**config.mk**
```make
export PLATFORM = sky130hd
export DESIGN_NAME = fetch_pc_unit
export DESIGN_NICKNAME = d
export VERILOG_FILES = /design/src/rtl/fetch_pc_unit.sv
export SDC_FILE = /design/constraint.sdc
export NUM_CORES = 1
export LEC_CHECK = 0
export BUFFER_PORTS_ARGS = -buffer_cell sky130_fd_sc_hd__buf_2
export CAP_MARGIN = 5
export CORE_ASPECT_RATIO = 1.5
export CORE_MARGIN = 2
export CORE_UTILIZATION = 44
export CTS_BUF_LIST = sky130_fd_sc_hd__clkbuf_4 sky130_fd_sc_hd__clkbuf_8
export CTS_CLUSTER_SIZE = 14
export DETAILED_ROUTE_END_ITERATION = 10
export HOLD_SLACK_MARGIN = 0.06
export PLACE_DENSITY_LB_ADDON = 0.15
export SYNTH_ARGS = -nofsm -noshare
export SYNTH_HDL_FRONTEND = slang
export SYNTH_SLANG_ARGS = --single-unit
```
**constraint.sdc**
```tcl
create_clock -name clk_i -period 2.8 [get_ports clk_i]
set_input_delay 0.28 -clock clk_i [delete_from_list [all_inputs] [get_ports clk_i]]
set_output_delay 0.28 -clock clk_i [all_outputs]
set_load 0.005 [all_outputs]
```
**src/rtl/fetch_pc_unit.sv**
```systemverilog
// ============================================================================
// fetch_pc_unit : fetch PC generator with a single-entry fetch buffer
// Revision      : 1.0
// ============================================================================
`default_nettype none

module fetch_pc_unit #(
  parameter int unsigned          ADDR_W   = 40,
  parameter logic [ADDR_W-1:0]    RESET_PC = ADDR_W'(40'h0000_0100)
) (
  input  logic              clk_i,
  input  logic              rstn_i,
  input  logic [1:0]        next_pc_sel_i,
  input  logic [1:0]        sel_addr_if_i,
  input  logic [ADDR_W-1:0] jump_decode_i,
  input  logic [ADDR_W-1:0] jump_commit_i,
  input  logic [ADDR_W-1:0] jump_csr_i,
  input  logic              stall_if_i,
  input  logic              flush_if_i,
  output logic              req_valid_o,
  output logic [ADDR_W-1:0] req_addr_o,
  input  logic              req_ready_i,
  input  logic              resp_valid_i,
  input  logic [31:0]       resp_inst_i,
  input  logic              resp_xcpt_i,
  output logic              valid_fetch_o,
  output logic [ADDR_W-1:0] pc_o,
  output logic [31:0]       inst_o,
  output logic              xcpt_o,
  output logic              xcpt_misaligned_o
);

  typedef enum logic [1:0] {
    S_IDLE = 2'd0,
    S_WAIT = 2'd1,
    S_FULL = 2'd2,
    S_KILL = 2'd3
  } state_e;

  localparam logic [1:0] SEL_PC4    = 2'b01;
  localparam logic [1:0] SEL_JUMP   = 2'b10;
  localparam logic [1:0] SRC_COMMIT = 2'b01;
  localparam logic [1:0] SRC_CSR    = 2'b10;

  state_e            state_q, state_d;
  logic [ADDR_W-1:0] pc_q, pc_d;
  logic [31:0]       inst_q, inst_d;
  logic              xcpt_q, xcpt_d;
  logic              mis_q, mis_d;

  logic [ADDR_W-1:0] jump_target;
  logic              redirect;
  logic              pc_inc;
  logic              aligned;
  logic              req_valid;

  always_comb begin
    jump_target = jump_decode_i;
    case (sel_addr_if_i)
      SRC_COMMIT: jump_target = jump_commit_i;
      SRC_CSR:    jump_target = jump_csr_i;
      default:    jump_target = jump_decode_i;
    endcase
  end

  assign redirect = (next_pc_sel_i == SEL_JUMP) | flush_if_i;
  // Sequential advance is only legal once the current instruction is buffered.
  assign pc_inc   = (next_pc_sel_i == SEL_PC4) && (state_q == S_FULL);
  assign aligned  = (pc_q[1:0] == 2'b00);

  always_comb begin
    state_d   = state_q;
    pc_d      = pc_q;
    inst_d    = inst_q;
    xcpt_d    = xcpt_q;
    mis_d     = mis_q;
    req_valid = 1'b0;

    if (next_pc_sel_i == SEL_JUMP) begin
      pc_d = jump_target;
    end else if (pc_inc) begin
      pc_d = pc_q + ADDR_W'(4);
    end

    case (state_q)
      S_IDLE: begin
        req_valid = !stall_if_i && !redirect && aligned;
        if (redirect) begin
          state_d = S_IDLE;
        end else if (!aligned) begin
          state_d = S_FULL;
          inst_d  = '0;
          xcpt_d  = 1'b1;
          mis_d   = 1'b1;
        end else if (req_valid && req_ready_i) begin
          state_d = S_WAIT;
        end
      end
      S_WAIT: begin
        if (resp_valid_i) begin
          if (!redirect) begin
            state_d = S_FULL;
            inst_d  = resp_inst_i;
            xcpt_d  = resp_xcpt_i;
            mis_d   = 1'b0;
          end else begin
            state_d = S_IDLE;
          end
        end else if (redirect) begin
          state_d = S_KILL;
        end
      end
      S_KILL: begin
        // The stale response still has to drain before a new request goes out.
        if (resp_valid_i) begin
          state_d = S_IDLE;
        end
      end
      S_FULL: begin
        if (pc_inc || redirect) begin
          state_d = S_IDLE;
          inst_d  = '0;
          xcpt_d  = 1'b0;
          mis_d   = 1'b0;
        end
      end
      default: state_d = S_IDLE;
    endcase
  end

  always_ff @(posedge clk_i or negedge rstn_i) begin
    if (!rstn_i) begin
      state_q <= S_IDLE;
      pc_q    <= RESET_PC;
      inst_q  <= '0;
      xcpt_q  <= 1'b0;
      mis_q   <= 1'b0;
    end else begin
      state_q <= state_d;
      pc_q    <= pc_d;
      inst_q  <= inst_d;
      xcpt_q  <= xcpt_d;
      mis_q   <= mis_d;
    end
  end

  // IDLE is the reset state, so the request must also be masked by reset itself.
  assign req_valid_o       = req_valid & rstn_i;
  assign req_addr_o        = pc_q;
  assign pc_o              = pc_q;
  assign valid_fetch_o     = (state_q == S_FULL);
  assign inst_o            = inst_q;
  assign xcpt_o            = xcpt_q;
  assign xcpt_misaligned_o = mis_q;

endmodule

`default_nettype wire

```
* Yosys cells after proc, flatten, opt, wreduce, memory -nomap -nowiden
Index checks and enable logic that the tools add are counted.
Cells by class: equality and inequality tests 15, bitwise logic cells 2, add/subtract/negate cells 1, reduce and logical (&&, ||, !) cells 13, muxes and demuxes 28
Operator list (count):
- two-way mux 32 bit | 5
- case mux 32 bit (3 select lines) | 1
- two-way mux 40 bit | 2
- case mux 40 bit (2 select lines) | 1
- adder 40 x 3 -> 40 bit, second input constant | 1
- two-way mux 2 bit | 8
- inequality test 2 bit, second input constant | 5
- equality test 2 bit, second input constant | 4
- two-way mux 1 bit | 8
- case mux 2 bit (4 select lines) | 1
- equality test 2 x 1 -> 1 bit, second input constant | 3
- case mux 1 bit (3 select lines) | 2
- AND reduction 6 bit | 1
- logical AND 1 bit | 4
- logical NOT 2 bit | 2
- inequality test 4 bit, second input constant | 1
- AND reduction 4 bit | 1
- inequality test 3 bit, second input constant | 1
- nonzero test 3 bit | 1
- logical NOT 1 bit | 2
- inequality test 2 x 1 -> 1 bit, second input constant | 1
- nonzero test 2 bit | 1
- AND 1 bit | 1
- logical OR 1 bit | 1
- OR 1 bit | 1
Storage, ports and cells: output and inout bits 116, register bits after elaboration 76, logic and storage cells 64

* Logic depth before layout (Yosys ltp)
word-level depth 10, depth in mapped cells 9, mapped depth without buffers 7

* Least setup slack after synthesis
OpenSTA, ideal clock, no wires.
path type register to register, start register state_q[0], end register pc_q[37] (netlist: pc_o[37]), required time 2718 ps, cell stages (with the launch flop) 9, arrival 2002 ps, path slack 716 ps, buffers on the path 1, path through dfrtp_1 inv_1 ha_1 buf_2 nand2_1 nor3_4 nand3_2 or4_1 a31oi_1
Between the ends: longest elaborated chain between the ends 3
RTL lines:
- from (decl) | line 45 | state_e state_q, state_d;
- from (signal assigned) | line 139 | state_q <= state_d;
- equality test 2 bit
- via valid_fetch_o | line 26 | output logic valid_fetch_o,
- logical AND 1 bit | line 68 | assign pc_inc = (next_pc_sel_i == SEL_PC4) && (state_q == S_FULL);
- nonzero test 2 bit (no source line)
- to (signal assigned) | line 140 | pc_q <= pc_d;
- to (decl) | line 46 | logic [ADDR_W-1:0] pc_q, pc_d;
The timed path passes the listed nets, and every way through them passes these cells. A chain may end at the register's enable or synchronous reset.

* Final worst setup path
start register state_q[0], end register pc_q[36] (netlist: pc_o[36])
Between the ends: longest elaborated chain between the ends 3
RTL lines (line):
- equality test 2 bit | 68
- logical AND 1 bit | 68
- nonzero test 2 bit (no source line)
Every way passes these cells.

==> impl_metrics.toml <==
[placed_design]
place_congestion = 0.837
io_buffer_count = 278
dp_cells = 952
dpl.hpwl_um = 11800

[setup_path]
worstSetupPathType = "reg2reg"
cp_top_family = "simple AND/OR/NAND/NOR gates"
cpPeakStageDelay_ps = 620
path_max_fanout = 10
crit_start = "state_q[0]$_DFFE_PN0P_"
critPathRequiredTime_ps = 3040
path_cells = "inv_1 -> ha_1 -> nand4b_2 -> nor4_2 -> nand4_1 -> xnor2_1 -> a21oi_1"
r2r_cells = 7
cp_slowest_cell = "nor4_2"
worstReg2RegStart = "state_q[0]$_DFFE_PN0P_"
crit_path_start_kind = "flop"
cp_num_buf_inv = 1
cp.depth = 7
end_kind = "flop"
critical_path_arrival_ps = 2720

[synthesis]
ys_warn_count = 0
yosysUniqueCellTypes = 49
yosys-top-cells-area = "dfrtp_1 38%, nand2_1 6.7%, buf_4 6.0%, a22oi_1 5.9%, a211oi_1 5.1%"
yosysTopAreaCellShare_pct = 37.6
synthArstFlopShare_pct = 100
synth_area_um2 = 4990
syn-num-nets = 772
synth_edf_count = 0
synth-main-ff-cell = "dfrtp_1"
syn_avg_cell_area_um2 = 8.32
seq_area_frac_synth_pct = 38.1
ys_top_cells_by_count = "89 x nand2_1, 75 x dfrtp_1, 50 x nor2_1"
syn_inst = 600
synth.most_common_cell = "nand2_1"
synth-seq-cells = 76
synth_top_cell_by_area = "dfrtp_1"

[clock_network]
cts-resized-gates = 0
cts_buffer_depth = 2
cts_tree = "done"
root_buffer = "clkbuf_8"
cts_setup_buffers = 0
cts.clk_slew.worst_paths_ps = 90
clkLatencyLatePin_ps = 370
cts_buffers = 9
clock_sinks = 76
hold_buffers = 0
htreeDepth = 3

[job]
drv_cap = 0

[global_route]
grt_pass1_wl_um = 24800
grt_pass1_vias = 5167
track_usage_pct = 25.0
grt_antenna_before_repair = 0
overflow = 0
grt_max_degree = 81

[finish]
final_cells = 968
drive_gt1_share_pct = 39.0
final_core_util_pct = 57.9
num-fill-cells = 1073
n_antenna_cell = 0
area_growth_pct = 28.2
nets = 988

[floorplanning]
start_util_pct = 45.1
coreArea_um2 = 11100
die-area_um2 = 12200
die_y_um = 134
io_pins = 279
chipWidth_um = 91.0
rows = 47

[status]
outcome = "complete, no violations"

[route]
vias = 5297
vias_per_cell = 5.47
wirelength_um = 15600
detail_route.first_pass.iterations = 4
ant_nets = 0
drtIter0Drc = 184
post_drt_wl_per_cell_um = 16.1
drcViolationCount = 0

[pwr]
p_int_uw = 2530
p_per_area_nw_per_um2 = 658
p_seq_share_pct = 40.1
p_comb_share_pct = 38.8
netSwitchingFraction_pct = 39.9
peakVddDrop_mv = 0.362
p_sw_uw = 1680
p_leak_uw = 0.00300
clkPwrFrac_pct = 21.1

[timing]
fin_tns_setup_ps = 0
fin_crit_ps = 2490
slew_headroom_pct = 34.8
setup-violations-final = 0
slew_viol_final = 0
skew_ps = 9.25
rsz0062_at_grt = "false"
fin_crit_sh_pct = 88.9
worst_pin_slew_ps = 978
hold_viol = 0
max_freq_mhz = 402

[hold_path]
hp-class = "in2async"
## final cells by class
class | count | area, µm² | area share [%]
multi-input cells | 432 | 2590 | 40.5
flip-flops and latches | 76 | 1900 | 29.8
repair buffers | 287 | 1470 | 23.0
well taps | 147 | 184 | 2.88
clock buffers | 10 | 138 | 2.15
clock inverters | 6 | 71.3 | 1.12
inverters | 10 | 37.5 | 0.587
## worst register-to-register path, stage by stage (launching register included)
cell,delay [ps]
dfrtp_1,420
inv_1,140
ha_1,390
nand4b_2,320
nor4_2,620
nand4_1,210
xnor2_1,180
a21oi_1,80
## metrics by stage
stage / hold slack (ps) / total power (µW) / worst slack (ps) / instance area [µm²]
after floorplan: -15.6 / 2700 / 716 / 4990
after global placement: 457 / 3280 / 495 / 6190
after detailed placement: 468 / 3350 / 379 / 6190
after CTS: 124 / 4250 / 356 / 6400
after global routing: 130 / 4520 / 84.7 / 6400
final: 139 / 4210 / 311 / 6400
## power groups by stage
stage	combinational, µW	sequential (µW)	clock [µW]
6_report	1630	1690	889
5_1_grt	1820	1730	967
4_1_cts	1650	1690	916
3_5_place_dp	1640	1710	0
3_3_place_gp	1580	1690	0
2_1_floorplan	999	1700	0
## sequential cells by signal, indices dropped and copies added, names as in the netlist
register,count
xcpt_o,1
state_q,2
inst_o,32
xcpt_misaligned_o,1
pc_o,40
## layout by cell type, fill, tap and decap left out, drive strengths merged, types with 2 or more instances in the layout
master,netlist,final
o21ai,44,44
dfrtp,75,75
and4,5,5
clkbuf,28,10
nand2b,2,2
and3,3,3
a211oi,34,34
ha,9,9
nor3,11,11
xnor2,11,11
nor2b,4,4
or4,3,3
mux2i,2,2
o31ai,4,4
or3,3,3
a22oi,39,39
nand2,89,89
clkinvlp,0,2
a311oi,2,2
nand4b,3,3
nand4,18,18
nand3,19,19
o211ai,2,2
a31oi,5,5
nor4,7,7
a21oi,35,35
xor2,17,17
nor2,50,50
buf,54,287
a221oi,3,3
inv,10,12
## final timing paths
kind | slack, ps | endpoint
max | 310 | pc_o[36]$_DFFE_PN0P_
max in group asynchronous | 2000 | state_q[0]$_DFFE_PN0P_
min in group clk_i | 140 | inst_o[14]$_DFFE_PN0P_
max reg2reg | 310 | pc_o[36]$_DFFE_PN0P_
min | 140 | inst_o[19]$_DFFE_PN0P_
min reg2reg | 480 | xcpt_o$_DFFE_PN0P_
## logic make-up (layout without fill, tap and decap cells)
logic type	after synthesis	in the layout	synth area share [%]
and+or+nand+nor	221	221	22.2
AOI/OAI and AO/OA	172	172	22.0
buffers and inverters	92	313	10.1
DFF	76	76	38.1
xor gates and xnor gates	28	28	4.91
adders and majority gates	9	9	2.26
muxes	2	2	0.401
## routing by layer
metal	share of wire (%)	vias to the layer above	track usage, %	wire length [µm]
met5	0	-	0	0
li1	-	2557	-	-
met3	6.6	20	3.82	1020
met2	52	243	44.7	8120
met4	1.7	0	9.26	265
met1	40	2477	30.2	6200
Note: power is estimated with default switching activity, not from simulation.
